File: src/rtl/fir_drv_pkg.sv
// ---------------------------------------------------------------------------
// fir_drv_pkg
// Shared types and constants for the MAC16 FIR operand sequencer:
//   - state_e  : sequencer FSM states
//   - DATA_W   : Q15 sample/coefficient/result width
//   - ACC_W    : MAC16 accumulator width
//   - Q_SHIFT  : binary point position of the Q30 product sum
//   - ROUND_K  : round-half-up constant added before the shift
//   - SAT_MAX / SAT_MIN : Q15 saturation limits
// ---------------------------------------------------------------------------
package fir_drv_pkg;

   localparam int DATA_W  = 16;
   localparam int ACC_W   = 32;
   localparam int Q_SHIFT = 15;

   localparam logic [ACC_W-1:0]  ROUND_K = 32'h0000_4000;
   localparam logic [DATA_W-1:0] SAT_MAX = 16'h7FFF;
   localparam logic [DATA_W-1:0] SAT_MIN = 16'h8000;

   typedef enum logic [1:0] {
      IDLE   = 2'd0,
      ISSUE  = 2'd1,
      DRAIN  = 2'd2,
      OUTPUT = 2'd3
   } state_e;

endpackage

File: src/rtl/q15_round_sat.sv
// ---------------------------------------------------------------------------
// q15_round_sat
// Combinational conversion of a 32-bit Q30 accumulator to Q15: add the
// round-half-up constant in 33 bits, arithmetic shift right by 15, then clamp
// to the signed 16-bit range. Out-of-range results are clamped silently.
// Ports:
//   acc_i  in  32  signed accumulator value
//   q_o    out 16  signed rounded, saturated Q15 value
// ---------------------------------------------------------------------------
module q15_round_sat
   import fir_drv_pkg::*;
(
   input  logic signed [ACC_W-1:0]  acc_i,
   output logic signed [DATA_W-1:0] q_o
);

   localparam int SH_W = ACC_W - Q_SHIFT + 1;

   function automatic logic signed [DATA_W-1:0] round_sat(input logic signed [ACC_W-1:0] acc);
      logic signed [ACC_W:0]  sum;
      logic signed [SH_W-1:0] shr;
      // One guard bit so the rounding add cannot wrap at the positive end.
      sum = {acc[ACC_W-1], acc} + $signed({1'b0, ROUND_K});
      // Slicing the top bits of a signed value is an arithmetic shift.
      shr = sum[ACC_W:Q_SHIFT];
      if (shr > $signed({{(SH_W-DATA_W){1'b0}}, SAT_MAX}))
         return $signed(SAT_MAX);
      else if (shr < $signed({{(SH_W-DATA_W){1'b1}}, SAT_MIN}))
         return $signed(SAT_MIN);
      else
         return shr[DATA_W-1:0];
   endfunction

   assign q_o = round_sat(acc_i);

endmodule

File: src/rtl/mac16_fir_driver.sv
// ---------------------------------------------------------------------------
// mac16_fir_driver
// Operand sequencer for a MAC16 hard block running 16x16 signed MAC. Each
// accepted Q15 sample is written into a circular history; NUM_TAPS
// coefficient/sample pairs are then streamed into the MAC, the accumulator is
// captured after the MAC pipeline drains, rounded/saturated to Q15 and held on
// a valid/ready output. Frames never overlap.
// Ports:
//   CLK, RST             clock, synchronous active-high reset
//   s_valid/s_ready/s_data   sample input handshake (s_ready only in IDLE)
//   coef_addr/coef_data      coefficient ROM, 1-cycle read latency
//   mac_a/mac_b              MAC16 A (coefficient) / B (sample)
//   mac_hld                  shared AHLD/BHLD/OHHLD/OLHLD, low while streaming
//   mac_lda                  OHLDA/OLLDA, loads first product into accumulator
//   mac_o                    MAC16 accumulator output
//   y_valid/y_ready/y_data   result output handshake
//   busy                     sequencer not idle
// ---------------------------------------------------------------------------
module mac16_fir_driver
   import fir_drv_pkg::*;
#(
   parameter int NUM_TAPS = 16,
   parameter int MAC_LAT  = 3,
   parameter int AW       = $clog2(NUM_TAPS)
) (
   input  logic                     CLK,
   input  logic                     RST,
   input  logic                     s_valid,
   output logic                     s_ready,
   input  logic signed [DATA_W-1:0] s_data,
   output logic [AW-1:0]            coef_addr,
   input  logic signed [DATA_W-1:0] coef_data,
   output logic signed [DATA_W-1:0] mac_a,
   output logic signed [DATA_W-1:0] mac_b,
   output logic                     mac_hld,
   output logic                     mac_lda,
   input  logic signed [ACC_W-1:0]  mac_o,
   output logic                     y_valid,
   input  logic                     y_ready,
   output logic signed [DATA_W-1:0] y_data,
   output logic                     busy
);

   localparam int DW = 3;

   state_e                    state_q, state_d;
   logic [AW-1:0]             wr_ptr_q, wr_ptr_d;
   logic [AW-1:0]             coef_addr_q, coef_addr_d;
   logic [DW-1:0]             drain_q, drain_d;
   logic                      y_valid_q, y_valid_d;
   logic signed [DATA_W-1:0]  y_data_q, y_data_d;
   logic signed [DATA_W-1:0]  hist_q [NUM_TAPS];
   logic signed [DATA_W-1:0]  samp_q;
   logic signed [DATA_W-1:0]  a_hold_q;
   logic                      hld_q;
   logic [MAC_LAT-1:0]        lda_sr_q;
   logic signed [DATA_W-1:0]  rs_q;

   q15_round_sat u_round_sat (
      .acc_i (mac_o),
      .q_o   (rs_q)
   );

   always_comb begin
      state_d     = state_q;
      wr_ptr_d    = wr_ptr_q;
      coef_addr_d = coef_addr_q;
      drain_d     = drain_q;
      y_valid_d   = y_valid_q;
      y_data_d    = y_data_q;
      case (state_q)
         IDLE: begin
            if (s_valid) begin
               state_d     = ISSUE;
               coef_addr_d = '0;
            end
         end
         ISSUE: begin
            // Address wraps back to 0 after the last tap (NUM_TAPS is 2^AW).
            coef_addr_d = coef_addr_q + 1'b1;
            if (coef_addr_q == AW'(NUM_TAPS - 1)) begin
               state_d = DRAIN;
               drain_d = '0;
            end
         end
         DRAIN: begin
            // drain_q counts cycles since the last tap left ISSUE; after
            // MAC_LAT of them mac_o holds the complete sum.
            drain_d = drain_q + 1'b1;
            if (drain_q == DW'(MAC_LAT)) begin
               state_d   = OUTPUT;
               y_valid_d = 1'b1;
               y_data_d  = rs_q;
            end
         end
         OUTPUT: begin
            if (y_ready) begin
               state_d   = IDLE;
               y_valid_d = 1'b0;
               wr_ptr_d  = wr_ptr_q + 1'b1;
            end
         end
         default: state_d = IDLE;
      endcase
   end

   always_ff @(posedge CLK) begin
      if (RST) begin
         state_q     <= IDLE;
         wr_ptr_q    <= '0;
         coef_addr_q <= '0;
         drain_q     <= '0;
         y_valid_q   <= 1'b0;
         y_data_q    <= '0;
         samp_q      <= '0;
         a_hold_q    <= '0;
         hld_q       <= 1'b1;
         lda_sr_q    <= '0;
         for (int i = 0; i < NUM_TAPS; i++) hist_q[i] <= '0;
      end else begin
         state_q     <= state_d;
         wr_ptr_q    <= wr_ptr_d;
         coef_addr_q <= coef_addr_d;
         drain_q     <= drain_d;
         y_valid_q   <= y_valid_d;
         y_data_q    <= y_data_d;

         // Stage p0: sample capture at the input handshake.
         if (state_q == IDLE && s_valid) hist_q[wr_ptr_q] <= s_data;

         // Stage p1: sample fetch for tap k, newest first, alongside the ROM read.
         if (state_q == ISSUE) samp_q <= hist_q[wr_ptr_q - coef_addr_q];
         hld_q <= (state_q != ISSUE);

         // Stage p2: operands presented to the MAC; lda rides MAC_LAT deep from tap 0.
         if (!hld_q) a_hold_q <= coef_data;
         lda_sr_q <= {lda_sr_q[MAC_LAT-2:0], (state_q == ISSUE && coef_addr_q == '0)};
      end
   end

   // The ROM output for tap k arrives in the same cycle mac_b carries the
   // matching sample, so it is passed straight through while streaming and a
   // captured copy keeps mac_a steady whenever the MAC is on hold.
   assign mac_a     = hld_q ? a_hold_q : coef_data;
   assign mac_b     = samp_q;
   assign mac_hld   = hld_q;
   assign mac_lda   = lda_sr_q[MAC_LAT-1];
   assign coef_addr = coef_addr_q;
   assign s_ready   = (state_q == IDLE);
   assign busy      = (state_q != IDLE);
   assign y_valid   = y_valid_q;
   assign y_data    = y_data_q;

endmodule

File: config.mk
export PLATFORM = sky130hd
export DESIGN_NAME = mac16_fir_driver
export DESIGN_NICKNAME = d
export VERILOG_FILES = /design/src/rtl/fir_drv_pkg.sv /design/src/rtl/q15_round_sat.sv /design/src/rtl/mac16_fir_driver.sv
export SDC_FILE = /design/constraint.sdc
export NUM_CORES = 1
export LEC_CHECK = 0
export CORE_ASPECT_RATIO = 0.7
export CORE_MARGIN = 1.5
export CORE_UTILIZATION = 40
export CTS_CLUSTER_SIZE = 10
export DETAILED_ROUTE_END_ITERATION = 8
export HOLD_SLACK_MARGIN = 0.06
export PLACE_DENSITY = 0.55
export SETUP_SLACK_MARGIN = 0.1
export SYNTH_ARGS = -nofsm -noshare
export SYNTH_HDL_FRONTEND = slang
export SYNTH_SLANG_ARGS = --single-unit
File: constraint.sdc
create_clock -name CLK -period 7.6 [get_ports CLK]
set_input_delay 1.52 -clock CLK [delete_from_list [all_inputs] [get_ports CLK]]
set_output_delay 1.52 -clock CLK [all_outputs]
set_load 0.05 [all_outputs]
=== Yosys cells after proc, flatten, opt, wreduce, memory -nomap -nowiden ===
Memory sizes are Yosys's and may differ from the RTL's. A register that Yosys moved wholly into a read port is not among the register bits.
Index checks and enable logic that the tools add are counted.

* Memory bits (read-only): 0
* RAM bits: 256
* Memories kept: 1
* Register bits after elaboration: 50
* Logic and storage cells: 65
* Bits in latches: 0

{| class="wikitable"
|+ Memories
! name !! words !! bits a word !! read ports !! clocked after Yosys merged registers in !! write ports !! RTL line !! RTL
|-
| hist_q || 16 || 16 || 1 || 1 || 16 || mac16_fir_driver.sv:52 || <nowiki>logic signed [DATA_W-1:0] hist_q [NUM_TAPS];</nowiki>
|}

* Reductions and logical operators: 15
* $lt $le $gt $ge: 2
* Div/mod/pow operators: 0
* Shift operators: 0
* Bitwise gates (word level): 0
* $mul: 0
* Add/subtract/negate cells: 5
* Muxes and demuxes: 23
* Equality and inequality tests: 10

{| class="wikitable"
|+ Operators by type and width
! kind !! count
|-
| 16-bit two-way mux || 4
|-
| 32-bit by 16-bit adder with 33-bit output (second input constant) || 1
|-
| 18-bit by 16-bit greater-than comparator with 1-bit output (second input constant) || 1
|-
| 18-bit by 16-bit less-than comparator with 1-bit output (second input constant) || 1
|-
| 16-bit OR reduction || 1
|-
| 4-bit by 1-bit adder with 4-bit output (second input constant) || 2
|-
| 1-bit two-way mux || 8
|-
| 2-bit two-way mux || 4
|-
| 4-bit two-way mux || 2
|-
| 2-bit != test (second input constant) || 4
|-
| 2-bit one-hot mux with 4 select lines || 1
|-
| 4-bit one-hot mux with 2 select lines || 1
|-
| 2-bit AND reduction || 4
|-
| 2-bit nonzero test || 4
|-
| 3-bit one-hot mux with 2 select lines || 1
|-
| 2-bit equality test (second input constant) || 2
|-
| 4-bit equality test (second input constant) || 1
|-
| 4-bit logical NOT || 1
|-
| 4-bit AND reduction || 1
|-
| 4-bit subtractor || 1
|-
| 3-bit by 1-bit adder with 3-bit output (second input constant) || 1
|-
| 3-bit by 2-bit equality test with 1-bit output (second input constant) || 1
|-
| 3-bit two-way mux || 1
|-
| 3-bit AND reduction || 1
|-
| 5 further kinds || 6
|}

=== Depth between registers and ports, before layout ===
Gate-level depths: netlist (run 1).

* Depth after elaboration: 7
* Depth in mapped cells: 9
* Depth with buffers taken out: 8

=== By module ===
Synthesis (run 1) repeated with hierarchy kept, for this count alone.

* Cells, all modules: 1110
* Area total of the unflattened synthesis: 15069.5 um^2

{| class="wikitable"
|+ Modules (own cells, without submodules)
! module !! cells each !! times used !! area each (um^2) !! seq. area each (um^2)
|-
| mac16_fir_driver || 1010 || 1 || 14428.8 || 9008.6
|-
| q15_round_sat || 100 || 1 || 640.6 || 0.0
|}

=== Worst setup path after synthesis (run 1) ===
OpenSTA, ideal clock, no wires.

* Path type: input to output
* From: input port coef_data[0]
* To: output port mac_a[0]
* Slack: 4.187 ns
* Stages on the path: 1
* Required time: 6.080 ns
* Arrival time: 1.893 ns
* Path buffers: 0
* Path through: mux2_2

* Cells in the longest elaborated chain, start to end: 1

{| class="wikitable"
|+ RTL lines
! element !! RTL line !! RTL
|-
| start, declared || mac16_fir_driver.sv:32 || <nowiki>input logic signed [DATA_W-1:0] coef_data,</nowiki>
|-
| 16-bit two-way mux || -- ||
|-
| end, declared || mac16_fir_driver.sv:33 || <nowiki>output logic signed [DATA_W-1:0] mac_a,</nowiki>
|}

Every way passes these cells.

=== Worst setup path after layout (run 1) ===
* From: input port coef_data[14]
* To: output port mac_a[14]

Same word-level chain as after synthesis.

==> impl_table.tex, run 1 <==
\begin{tabular}{lr}
\hline
Metric & Value \\
\hline
\multicolumn{2}{l}{\textbf{Setup path}} \\
Critical path launch point & coef\_data[14] \\
Chain of cells forming the critical path & clkdlybuf4s50\_1 > mux2\_2 > clkdlybuf4s50\_1 \\
Reg-to-reg critical path startpoint & wr\_ptr\_q[0]\$\_SDFFE\_PP0P\_ \\
Cell mode on critical path & clkdlybuf4s50\_1 \\
CP Class & in2out \\
Endpoint type of the worst setup path & output port \\
Crit Path Max Fanout & 2 \\
Cells on worst reg2reg path & 7 \\
Peak per-stage delay on the critical path & 820 ps \\
Worst R2R End & mac\_b[13]\$\_SDFFE\_PP0P\_ \\
Worst path depth & 3 \\
Dominant delay contributor by cell family on the critical path & buffers and inverters \\
Required time at the worst-slack endpoint & 6080 ps \\
Slowest cell on the critical path & clkdlybuf4s50\_1 \\
Crit path launch type & input pin \\
Worst setup endpoint & mac\_a[14] \\
Buffer and inverter count on the worst path & 2 \\
Register-to-register setup slack & 4190 ps \\
Data arrival time of the worst path & 2940 ps \\
\multicolumn{2}{l}{\textbf{Synthesis}} \\
Number of storage elements in the synthesis netlist & 322 \\
Instance count of the mapped netlist & roughly 1100 \\
Number of different library cells in the post-synthesis netlist & 45 \\
Synthesized area per cell & 13.9 sq um \\
Post-synthesis net count & 1140 \\
Warnings from Yosys & 0 \\
Sequential area share after synthesis & between 60\% and 70\% \\
Post-synth ARST share & 0\% \\
Post-Syn Area & 0.0146 sq mm \\
Number of synthesized flops with an enable pin & 256 \\
Dominant synthesized flop cell & edfxtp\_1 \\
\multicolumn{2}{l}{\textbf{Die}} \\
Core area & 0.0360 sq mm \\
I/O pin cnt & around 130 \\
DIE WIDTH & 232 microns \\
Area of the die & 0.0378 sq mm \\
Initial Util & 40.7\% \\
Standard-cell rows & 58 \\
Vertical die dimension & around 160 microns \\
\multicolumn{2}{l}{\textbf{Pwr}} \\
Areal power density over the cells & 288 mW/mm\^{}2 \\
Share of power burned in the clock network & 33.3\% \\
Fraction of power spent switching nets & 30.1\% \\
Sequential Power Share & 41.8\% \\
Sw Pwr & 1500 uW \\
Power share of the combinational group & 24.9\% \\
P\_leak & 0.00618 uW \\
Cell Int Power & about 3500 uW \\
Worst voltage drop across the vdd grid & 0.181 mV \\
\multicolumn{2}{l}{\textbf{Finish}} \\
Leading cell types in the layout, fill and taps excluded & and2\_1, edfxtp\_1, clkdlybuf4s50\_1, nor2\_1, dfxtp\_1 \\
Number of fill cells & 3188 \\
Commonest non-fill, non-tap cell in the layout & and2\_1 \\
Final Non-Filler Cells & 1664 \\
Layout cell share with drive strength beyond 1 & 15.4\% \\
Layout overhead on the synthesized area & 18.2\% \\
Number of nets at the end of the flow & 1238 \\
\multicolumn{2}{l}{\textbf{Global route}} \\
Global-route total usage across every layer & between 15 and 20\% \\
Via count of the first global-routing pass & 8700 \\
Congestion Overflow GR & 0 \\
Pin count of the biggest net entering global routing & 65 \\
Initial antenna violation count & 0 \\
Wire length of the first global-routing pass & 55.6 mm \\
\multicolumn{2}{l}{\textbf{Clock tree}} \\
Number of cells upsized or downsized after cts & 0 \\
Clock net sink count & 322 \\
CTS clock-pin slew for the worst setup and hold paths & about 50 ps \\
Clock tree buffer depth & 3 \\
TritonCTS clock tree & built \\
Buffers inserted during post-CTS setup optimization & 0 \\
Total CTS buffers & 38 \\
H-tree lvl count & 2 \\
Cts hold-fix bufs & 0 \\
Worst-skew pair later-pin latency & 530 ps \\
Root buffer cell & clkbuf\_16 \\
\multicolumn{2}{l}{\textbf{Flow run}} \\
Number of max-cap violations & 0 \\
\multicolumn{2}{l}{\textbf{Routing}} \\
Starting DRC count in detailed routing & between 600 and 700 \\
Post-route DRC violation count & 0 \\
Pre-antenna DRT Iters & 5 \\
Remaining antenna violation count after routing & 0 \\
Routed length per placed instance & about 22 microns \\
Routed Wire Length & 36.8 mm \\
Via-to-Cell Ratio & 5.22 \\
Vias & 8694 \\
\multicolumn{2}{l}{\textbf{Worst hold path}} \\
Class of the worst hold path & reg2reg \\
\multicolumn{2}{l}{\textbf{STA}} \\
Achievable Freq & about 220 MHz \\
Final setup viols & 0 \\
Setup total negative slack & 0 ps \\
RSZ-0062 raised after global routing & false \\
Minimum clock period & about 4500 ps \\
Post-Route Skew & about 19 ps \\
Max-slew headroom at the worst pin & 16.5\% \\
Worst hold slack across all endpoints & between 400 and 500 ps \\
Final Hold Violating Endpoints & 0 \\
Tightest Pin Transition & 1250 ps \\
Number of pins exceeding their max-slew limit in the final report & 0 \\
Fin crit share & between 50\% and 60\% \\
\multicolumn{2}{l}{\textbf{Place}} \\
HPWL reported at the end of detailed placement & 22.5 mm \\
GPL Wtd Cong & 0.805 \\
Port Buffers & 110 \\
Placed Cells & 1593 \\
\multicolumn{2}{l}{\textbf{Run status}} \\
Run status & finished clean \\
\hline
\end{tabular}
## registers in the layout, indices dropped and copies added, names as in the netlist, 3 cells and up
register   flops
wr_ptr_q       4
hist_q       256
a_hold_q      16
y_data        16
mac_b         16
drain_q        3
lda_sr_q       3
coef_addr      4
## logic make-up after synthesis
kind of cell | count (synthesis) | share of synthesized area (%)
AO/OA/AOI/OAI | 90 | 4.85
XOR/XNOR | 21 | 1.26
adder cells (fa/ha/maj) | 17 | 1.50
buffers and inverters | 85 | 2.50
flip-flops | 322 | 61.5
multiplexers | 85 | 11.4
AND/OR/NAND/NOR | 435 | 16.9
## per-layer routing
layer  up-vias  track usage, %  routed length, microns
met3        40            3.32                    1890
met5         -               0                       0
li1       4049               -                       -
met1      4404            30.4                   18000
met4         0            4.25                     488
met2       201            29.6                   16500
## worst min-delay path by stage
stage                                start                endpoint  slack [ps]  depth (start not counted)
floorplan           lda_sr_q[0]$_SDFF_PP0_  lda_sr_q[1]$_SDFF_PP0_         410                          1
global placement    lda_sr_q[0]$_SDFF_PP0_  lda_sr_q[1]$_SDFF_PP0_         450                          1
detailed placement  lda_sr_q[0]$_SDFF_PP0_  lda_sr_q[1]$_SDFF_PP0_         430                          1
CTS                 lda_sr_q[0]$_SDFF_PP0_  lda_sr_q[1]$_SDFF_PP0_         460                          1
global route        lda_sr_q[0]$_SDFF_PP0_  lda_sr_q[1]$_SDFF_PP0_         470                          1
finish              lda_sr_q[0]$_SDFF_PP0_  lda_sr_q[1]$_SDFF_PP0_         450                          1
## power by group through the flow
stage	Sequential, uW	Clock [uW]	Combinational, uW
after floorplan	2220	0	759
after global placement	2120	0	1250
after detailed placement	2120	0	1260
after CTS	2090	1700	1260
after global routing	2100	1780	1330
final	2090	1660	1240
## cell usage after synthesis, types with 2 or more instances
cell type	count	share of area (%)
a211oi_2	10	0.85
a21oi_1	9	0.31
a22oi_1	35	1.8
a311oi_1	17	1.0
a32oi_1	2	0.12
and2_1	257	11
and3_1	3	0.13
buf_2	14	0.48
buf_6	4	0.31
clkbuf_1	52	1.3
dfxtp_1	66	9.0
edfxtp_1	256	52
ha_1	16	1.4
inv_1	14	0.36
mux2_2	20	1.5
mux4_2	64	9.8
nand2_1	33	0.85
nand2b_1	4	0.17
nand3_1	16	0.55
nand3b_1	4	0.21
nand4_1	2	0.085
nor2_1	66	1.7
nor2b_1	18	0.77
nor3_1	8	0.27
o211ai_1	2	0.10
o21a_1	2	0.10
o21ai_0	8	0.27
or2_2	16	0.68
or3_1	2	0.085
xnor2_1	12	0.72
xor2_1	9	0.54
## stage by stage
stage	power [uW]	area [sq um]	setup slack [ps]	util (%)
floorplan	2980	14600	4190	-
global placement	3370	16200	3140	45.1
detailed placement	3380	16200	3140	45.1
CTS	5040	17300	3140	48.1
global route	5210	17300	3100	48.1
finish	4990	17300	3140	48.1
## area by class of cell
cell class	instances	area, sq um	share of cell area (%)
Inverter	14	52.6	0.303
Antenna cell	2	5.00	0.0289
Tap cell	480	601	3.47
Clock buffer	67	1080	6.24
Sequential cell	322	9010	52.0
Multi-Input combinational cell	648	5320	30.7
Clock inverter	2	17.5	0.101
Timing Repair Buffer	129	1240	7.15
Power figures use the tool's default switching activity.
==> run 2, diff against run 1 <==
--- a/config.mk
+++ b/config.mk
@@ -11,7 +11,7 @@
 export CTS_CLUSTER_SIZE = 10
 export DETAILED_ROUTE_END_ITERATION = 8
 export HOLD_SLACK_MARGIN = 0.06
-export PLACE_DENSITY = 0.55
+export PLACE_DENSITY = 0.57
 export SETUP_SLACK_MARGIN = 0.1
 export SYNTH_ARGS = -nofsm -noshare
 export SYNTH_HDL_FRONTEND = slang
==> constraint.sdc (replaced) <==
create_clock -name CLK -period 3.7 [get_ports CLK]
set_input_delay 0.74 -clock CLK [delete_from_list [all_inputs] [get_ports CLK]]
set_output_delay 0.74 -clock CLK [all_outputs]
set_load 0.05 [all_outputs]
==> impl_table.tex, run 2 (same netlist as run 1, synthesis figures left out) <==
\begin{tabular}{lr}
\hline
Metric & Value \\
\hline
\multicolumn{2}{l}{\textbf{Pwr}} \\
Power share of the combinational group & 25.4\% (was 24.9\%) \\
Sw Pwr & 3130 uW (was 1500 uW) \\
Share of power burned in the clock network & 33.4\% (was 33.3\%) \\
Sequential Power Share & 41.3\% (was 41.8\%) \\
Fraction of power spent switching nets & 30.3\% (was 30.1\%) \\
Areal power density over the cells & 594 mW/mm\^{}2 (was 288 mW/mm\^{}2) \\
Power consumption & 10400 uW (was 4990 uW) \\
Worst voltage drop across the vdd grid & 0.377 mV (was 0.181 mV) \\
Cell Int Power & 7220 uW (was 3490 uW) \\
P\_leak & 0.00623 uW (was 0.00618 uW) \\
\multicolumn{2}{l}{\textbf{Setup path}} \\
CP Class & reg2reg (was in2out) \\
Crit path launch type & flop (was input pin) \\
Chain of cells forming the critical path & inv\_1 > ha\_4 > fa\_4 > buf\_12 > mux4\_2 > a22oi\_1 > a311oi\_1 (was clkdlybuf4s50\_1 > mux2\_2 > clkdlybuf4s50\_1) \\
Required time at the worst-slack endpoint & 4100 ps (was 6080 ps) \\
Data arrival time of the worst path & 3380 ps (was 2940 ps) \\
Crit Path Max Fanout & 57 (was 2) \\
Slowest cell on the critical path & fa\_4 (was clkdlybuf4s50\_1) \\
Endpoint type of the worst setup path & flop (was output port) \\
Peak per-stage delay on the critical path & 870 ps (was 820 ps) \\
\multicolumn{2}{l}{\textbf{Clock tree}} \\
Cts hold-fix bufs & 0 (unchanged) \\
H-tree lvl count & 2 (unchanged) \\
Clock tree buffer depth & 3 (unchanged) \\
Total CTS buffers & 38 (unchanged) \\
Worst-skew pair later-pin latency & 540 ps (was 530 ps) \\
Clock net sink count & 322 (unchanged) \\
Root buffer cell & clkbuf\_16 (unchanged) \\
TritonCTS clock tree & built (unchanged) \\
Number of cells upsized or downsized after cts & 0 (unchanged) \\
CTS clock-pin slew for the worst setup and hold paths & 60 ps (was 50 ps) \\
Buffers inserted during post-CTS setup optimization & 0 (unchanged) \\
\multicolumn{2}{l}{\textbf{Finish}} \\
Number of nets at the end of the flow & 1244 (was 1238) \\
Layout overhead on the synthesized area & 18.9\% (was 18.2\%) \\
Sequential cell area & 0.00901 sq mm (unchanged) \\
Area used by multi-input combinational logic & 0.00531 sq mm (was 0.00532 sq mm) \\
Number of fill cells & 3178 (was 3188) \\
Final Non-Filler Cells & 1668 (was 1664) \\
Most flops, register & hist\_q (unchanged) \\
Layout cell share with drive strength beyond 1 & 15.8\% (was 15.4\%) \\
ANT cells & 0 (was 2) \\
Commonest non-fill, non-tap cell in the layout & and2\_1 (unchanged) \\
Max reg flops & 256 (unchanged) \\
Leading cell types in the layout, fill and taps excluded & and2\_1, edfxtp\_1, clkdlybuf4s50\_1, nor2\_1, dfxtp\_1 (unchanged) \\
\multicolumn{2}{l}{\textbf{Global route}} \\
Initial antenna violation count & 2 (was 0) \\
Pin count of the biggest net entering global routing & 58 (was 65) \\
Wire length of the first global-routing pass & 55.6 mm (about the same) \\
Via count of the first global-routing pass & 8809 (was 8700) \\
Global-route total usage across every layer & 19.9\% (about the same) \\
Congestion Overflow GR & 0 (unchanged) \\
\multicolumn{2}{l}{\textbf{STA}} \\
Post-Route Skew & 13.8 ps (was 18.8 ps) \\
Worst setup margin & 718 ps (was 3140 ps) \\
Final setup viols & 0 (unchanged) \\
Minimum clock period & 2980 ps \\
Number of pins exceeding their max-slew limit in the final report & 0 (unchanged) \\
Max-slew headroom at the worst pin & 27.3\% (was 16.5\%) \\
Fin crit share & 80.6\% \\
Worst hold slack across all endpoints & 448 ps (was 454 ps) \\
Setup total negative slack & 0 ps (unchanged) \\
Final Hold Violating Endpoints & 0 (unchanged) \\
RSZ-0062 raised after global routing & false (unchanged) \\
Achievable Freq & 335 MHz \\
Tightest Pin Transition & 1090 ps (was 1250 ps) \\
\multicolumn{2}{l}{\textbf{Die}} \\
Initial Util & 40.7\% (unchanged) \\
I/O pin cnt & 125 (unchanged) \\
Standard-cell rows & 58 (unchanged) \\
Vertical die dimension & 163 microns (unchanged) \\
Area of the die & 0.0378 sq mm (unchanged) \\
Core area & 0.0360 sq mm (unchanged) \\
DIE WIDTH & 232 microns (unchanged) \\
\multicolumn{2}{l}{\textbf{Place}} \\
Port Buffers & 110 (unchanged) \\
HPWL reported at the end of detailed placement & 23.0 mm (was 22.5 mm) \\
GPL Wtd Cong & 0.814 (was 0.805) \\
Placed Cells & 1599 (was 1593) \\
Pre-CTS setup slack & 153 ps (was 3140 ps) \\
\multicolumn{2}{l}{\textbf{Worst hold path}} \\
Class of the worst hold path & reg2reg (unchanged) \\
\multicolumn{2}{l}{\textbf{Flow run}} \\
Number of max-cap violations & 0 (unchanged) \\
\multicolumn{2}{l}{\textbf{Routing}} \\
Starting DRC count in detailed routing & 798 (was 621) \\
Vias & 8684 (was 8694) \\
Routed length per placed instance & 22.2 microns (was 22.1 microns) \\
Routed Wire Length & 37.1 mm (was 36.8 mm) \\
Via-to-Cell Ratio & 5.21 (was 5.22) \\
Remaining antenna violation count after routing & 0 (unchanged) \\
Post-route DRC violation count & 0 (unchanged) \\
Pre-antenna DRT Iters & 5 (unchanged) \\
\multicolumn{2}{l}{\textbf{Run status}} \\
Run status & finished clean (unchanged) \\
\hline
\end{tabular}
==> run 2: changes by cell type in the layout (fill, tap and decap cells not counted) <==
cell,change
clkbuf_1,-1
clkinv_8,+2
buf_4,+3
inv_6,-2
clkinv_4,+1
buf_12,+3
diode_2,-2
ha_2,-1
ha_1,+1
==> run 2: area by class of cell <==
| type | instances | share of cell area, % |
|---|---|---|
| well taps | 480 | 3.45 |
| clock buffers | 66 | 6.19 |
| inverters | 14 | 0.302 |
| clock inverters | 3 | 0.237 |
| multi-input cells | 648 | 30.5 |
| repair buffers | 135 | 7.59 |
| flip-flops and latches | 322 | 51.7 |
==> run 2: final timing paths <==
path	cells past startpoint	start	to	slack (ps)
worst max register to register	7	wr_ptr_q[0]$_SDFFE_PP0P_	mac_b[10]$_SDFFE_PP0P_	720
worst max-delay path	7	wr_ptr_q[0]$_SDFFE_PP0P_	mac_b[10]$_SDFFE_PP0P_	720
worst min register to register	1	lda_sr_q[0]$_SDFF_PP0_	lda_sr_q[1]$_SDFF_PP0_	450
worst min-delay path	1	lda_sr_q[0]$_SDFF_PP0_	lda_sr_q[1]$_SDFF_PP0_	450
==> run 2: metrics by stage <==
step | cell area [sq um] | utilization (%)
2_1_floorplan | 14600 | -
5_1_grt | 17400 | 48.4
3_3_place_gp | 16300 | 45.3
6_report | 17400 | 48.4
3_5_place_dp | 16300 | 45.3
4_1_cts | 17400 | 48.4
==> run 2: worst max-delay path: cells and delay by family, from the launching register on <==
| family | cells | cell delay, ps |
|---|---|---|
| adders and majority gates | 2 | 1060 |
| AOI/OAI and AO/OA | 2 | 480 |
| DFF | 1 | 380 |
| buffers and inverters | 2 | 470 |
| muxes | 1 | 400 |
==> run 2: metal layers <==
layer	GRT usage, %	routed length, microns	part of all wire, %
met4	4.78	561	1.5
met2	29.8	16400	44
met1	29.9	17900	48
met3	3.49	2180	5.9
met5	0	0	0
==> run 2: power by group through the flow <==
| stage | registers [uW] | logic (uW) | clock network (uW) |
|---|---|---|---|
| after global routing | 4300 | 2800 | 3680 |
| after floorplan | 4560 | 1560 | 0 |
| final | 4270 | 2630 | 3450 |
| after detailed placement | 4350 | 2650 | 0 |
| after CTS | 4270 | 2660 | 3530 |
| after global placement | 4340 | 2630 | 0 |
==> run 3, diff against run 2 <==
==> constraint.sdc (replaced) <==
create_clock -name CLK -period 2.5 [get_ports CLK]
set_input_delay 0.5 -clock CLK [delete_from_list [all_inputs] [get_ports CLK]]
set_output_delay 0.5 -clock CLK [all_outputs]
set_load 0.05 [all_outputs]
==> impl_table.tex, run 3 (same netlist as run 1, synthesis figures left out) <==
\begin{tabular}{lr}
\hline
Metric & Value \\
\hline
\multicolumn{2}{l}{\textbf{Run status}} \\
Run status & finished clean (unchanged) \\
\multicolumn{2}{l}{\textbf{Finish}} \\
Commonest non-fill, non-tap cell in the layout & and2\_1 (unchanged) \\
Leading cell types in the layout, fill and taps excluded & and2\_1, edfxtp\_1, clkdlybuf4s50\_1, buf\_4, nor2\_1 (was and2\_1, edfxtp\_1, clkdlybuf4s50\_1, nor2\_1, dfxtp\_1) \\
Most flops, register & hist\_q (unchanged) \\
ANT cells & 0 (unchanged) \\
Layout overhead on the synthesized area & 27.0\% (was 18.9\%) \\
Sequential cell area & 0.00901 sq mm (about the same) \\
Number of nets at the end of the flow & 1326 (was 1244) \\
Area used by multi-input combinational logic & 0.00543 sq mm (was 0.00531 sq mm) \\
Layout cell share with drive strength beyond 1 & 24.8\% (was 15.8\%) \\
Number of fill cells & 3095 (was 3178) \\
Final Non-Filler Cells & 1748 (was 1668) \\
Max reg flops & 256 (unchanged) \\
\multicolumn{2}{l}{\textbf{Place}} \\
HPWL reported at the end of detailed placement & 24.6 mm (was 23.0 mm) \\
GPL Wtd Cong & 0.817 (was 0.814) \\
Port Buffers & 110 (unchanged) \\
Placed Cells & 1673 (was 1599) \\
\multicolumn{2}{l}{\textbf{Pwr}} \\
P\_leak & 0.00687 uW (was 0.00623 uW) \\
Worst voltage drop across the vdd grid & 0.532 mV (was 0.377 mV) \\
Areal power density over the cells & 849 mW/mm\^{}2 (was 594 mW/mm\^{}2) \\
Power consumption & 15800 uW (was 10400 uW) \\
\multicolumn{2}{l}{\textbf{Clock tree}} \\
Clock tree buffer depth & 3 (unchanged) \\
Total CTS buffers & 38 (unchanged) \\
Root buffer cell & clkbuf\_16 (unchanged) \\
H-tree lvl count & 2 (unchanged) \\
Clock net sink count & 322 (unchanged) \\
Cts hold-fix bufs & 0 (unchanged) \\
Worst-skew pair later-pin latency & 530 ps (was 540 ps) \\
TritonCTS clock tree & built (unchanged) \\
CTS clock-pin slew for the worst setup and hold paths & 60 ps (about the same) \\
\multicolumn{2}{l}{\textbf{Worst hold path}} \\
Class of the worst hold path & reg2reg (unchanged) \\
Hold path endpoint & lda\_sr\_q[1]\$\_SDFF\_PP0\_ (unchanged) \\
Startpoint of the lowest-slack hold path & lda\_sr\_q[0]\$\_SDFF\_PP0\_ (unchanged) \\
Worst hold stages & 1 (unchanged) \\
\multicolumn{2}{l}{\textbf{Global route}} \\
Initial antenna violation count & 0 (was 2) \\
Pin count of the biggest net entering global routing & 83 (was 58) \\
Global-route total usage across every layer & 19.7\% (was 19.9\%) \\
Wire length of the first global-routing pass & 55.9 mm (was 55.6 mm) \\
Via count of the first global-routing pass & 9183 (was 8809) \\
Congestion Overflow GR & 0 (unchanged) \\
\multicolumn{2}{l}{\textbf{Die}} \\
DIE WIDTH & 232 microns (unchanged) \\
I/O pin cnt & 125 (unchanged) \\
Core area & 0.0360 sq mm (unchanged) \\
Initial Util & 40.7\% (unchanged) \\
Area of the die & 0.0378 sq mm (unchanged) \\
Vertical die dimension & 163 microns (unchanged) \\
Standard-cell rows & 58 (unchanged) \\
\multicolumn{2}{l}{\textbf{STA}} \\
Fin crit share & 99.5\% (was 80.6\%) \\
Number of pins exceeding their max-slew limit in the final report & 0 (unchanged) \\
Post-Route Skew & 18.0 ps (was 13.8 ps) \\
Minimum clock period & 2490 ps (was 2980 ps) \\
Tightest Pin Transition & 626 ps (was 1090 ps) \\
Final setup viols & 0 (unchanged) \\
Max-slew headroom at the worst pin & 58.1\% (was 27.3\%) \\
RSZ-0062 raised after global routing & true (was false) \\
Achievable Freq & 402 MHz (was 335 MHz) \\
Final Hold Violating Endpoints & 0 (unchanged) \\
\multicolumn{2}{l}{\textbf{Setup path}} \\
Worst R2R End & mac\_b[12]\$\_SDFFE\_PP0P\_ (was mac\_b[10]\$\_SDFFE\_PP0P\_) \\
Crit path launch type & flop (unchanged) \\
CP Class & reg2reg (unchanged) \\
Endpoint type of the worst setup path & flop (unchanged) \\
Required time at the worst-slack endpoint & 2880 ps (was 4100 ps) \\
Register-to-register setup slack & 10 ps (was 720 ps) \\
Reg-to-reg critical path startpoint & wr\_ptr\_q[0]\$\_SDFFE\_PP0P\_ (unchanged) \\
Cells on worst reg2reg path & 8 (was 7) \\
Data arrival time of the worst path & 2870 ps (was 3380 ps) \\
Crit Path Max Fanout & 6 (was 57) \\
\multicolumn{2}{l}{\textbf{Routing}} \\
Remaining antenna violation count after routing & 0 (unchanged) \\
Via-to-Cell Ratio & 5.19 (was 5.21) \\
Starting DRC count in detailed routing & 583 (was 798) \\
Routed length per placed instance & 21.1 microns (was 22.2 microns) \\
Pre-antenna DRT Iters & 5 (unchanged) \\
Post-route DRC violation count & 0 (unchanged) \\
Vias & 9067 (was 8684) \\
Routed Wire Length & 36.9 mm (was 37.1 mm) \\
\multicolumn{2}{l}{\textbf{Flow run}} \\
Number of max-cap violations & 0 (unchanged) \\
\hline
\end{tabular}
## run 3: stage by stage
step | hold slack [ps] | util, % | area [sq um] | TNS (ps) | setup WS (ps)
5_1_grt | 461 | 51.7 | 18600 | -308 | -51.2
4_1_cts | 454 | 51.3 | 18500 | 0 | 24.3
2_1_floorplan | 414 | - | 14700 | 0 | 137
3_3_place_gp | 436 | 47.9 | 17300 | -1250 | -106
3_5_place_dp | 434 | 47.9 | 17300 | -1240 | -102
6_report | 444 | 51.7 | 18600 | 0 | 12.8
## run 3: critical path, stage by stage, from the launching register on
cell and delay (ps):
dfxtp_2 330, inv_2 50, ha_4 150, fa_4 870, buf_12 160, clkbuf_16 150, mux4_2 320, a22oi_2 200
a311oi_1 110
## run 3: metal layers
metal	global-route usage (%)	routed length, microns	vias to the layer above
met5	0	0	-
met4	4.43	550	0
met3	3.40	2210	46
met2	29.1	16400	244
met1	30.2	17700	4549
li1	-	-	4228
## run 3: repair_timing
item / in CTS / in global routing
endpoints found under the setup margin: 19 / 17
gates cloned: 1 / 3
resized for setup: 18 / 19
pin swaps: 2 / 4
buffers inserted: 3 / 1
## run 3: cell type report
| type | instances | area share [%] |
|---|---|---|
| Clock buffer | 65 | 5.82 |
| Inverter | 14 | 0.282 |
| Tap cell | 480 | 3.23 |
| Clock inverter | 2 | 0.0740 |
| Multi-Input combinational cell | 648 | 29.2 |
| Sequential cell | 322 | 48.4 |
| Timing Repair Buffer | 217 | 13.0 |
## run 3: worst max-delay path by stage
stage / from / endpoint / slack [ps] / cells after the start
finish: wr_ptr_q[0]$_SDFFE_PP0P_ / mac_b[12]$_SDFFE_PP0P_ / 10 / 8
detailed placement: mac_o[21] / y_data[4]$_SDFFE_PP0P_ / -100 / 8
global route: wr_ptr_q[0]$_SDFFE_PP0P_ / mac_b[12]$_SDFFE_PP0P_ / -50 / 8
global placement: mac_o[21] / y_data[5]$_SDFFE_PP0P_ / -110 / 8
CTS: wr_ptr_q[0]$_SDFFE_PP0P_ / mac_b[12]$_SDFFE_PP0P_ / 20 / 8
floorplan: state_q[0]$_SDFFE_PP0P_ / hist_q[0][0]$_SDFFCE_PN0P_ / 140 / 7
## run 3: power by group
| group | switching (uW) | total [uW] | internal, uW |
|---|---|---|---|
| Combinational | 2460 | 4460 | 2000 |
| Sequential | 170 | 6320 | 6150 |
| Clock | 2090 | 5020 | 2930 |
| Total | 4720 | 15800 | 11100 |
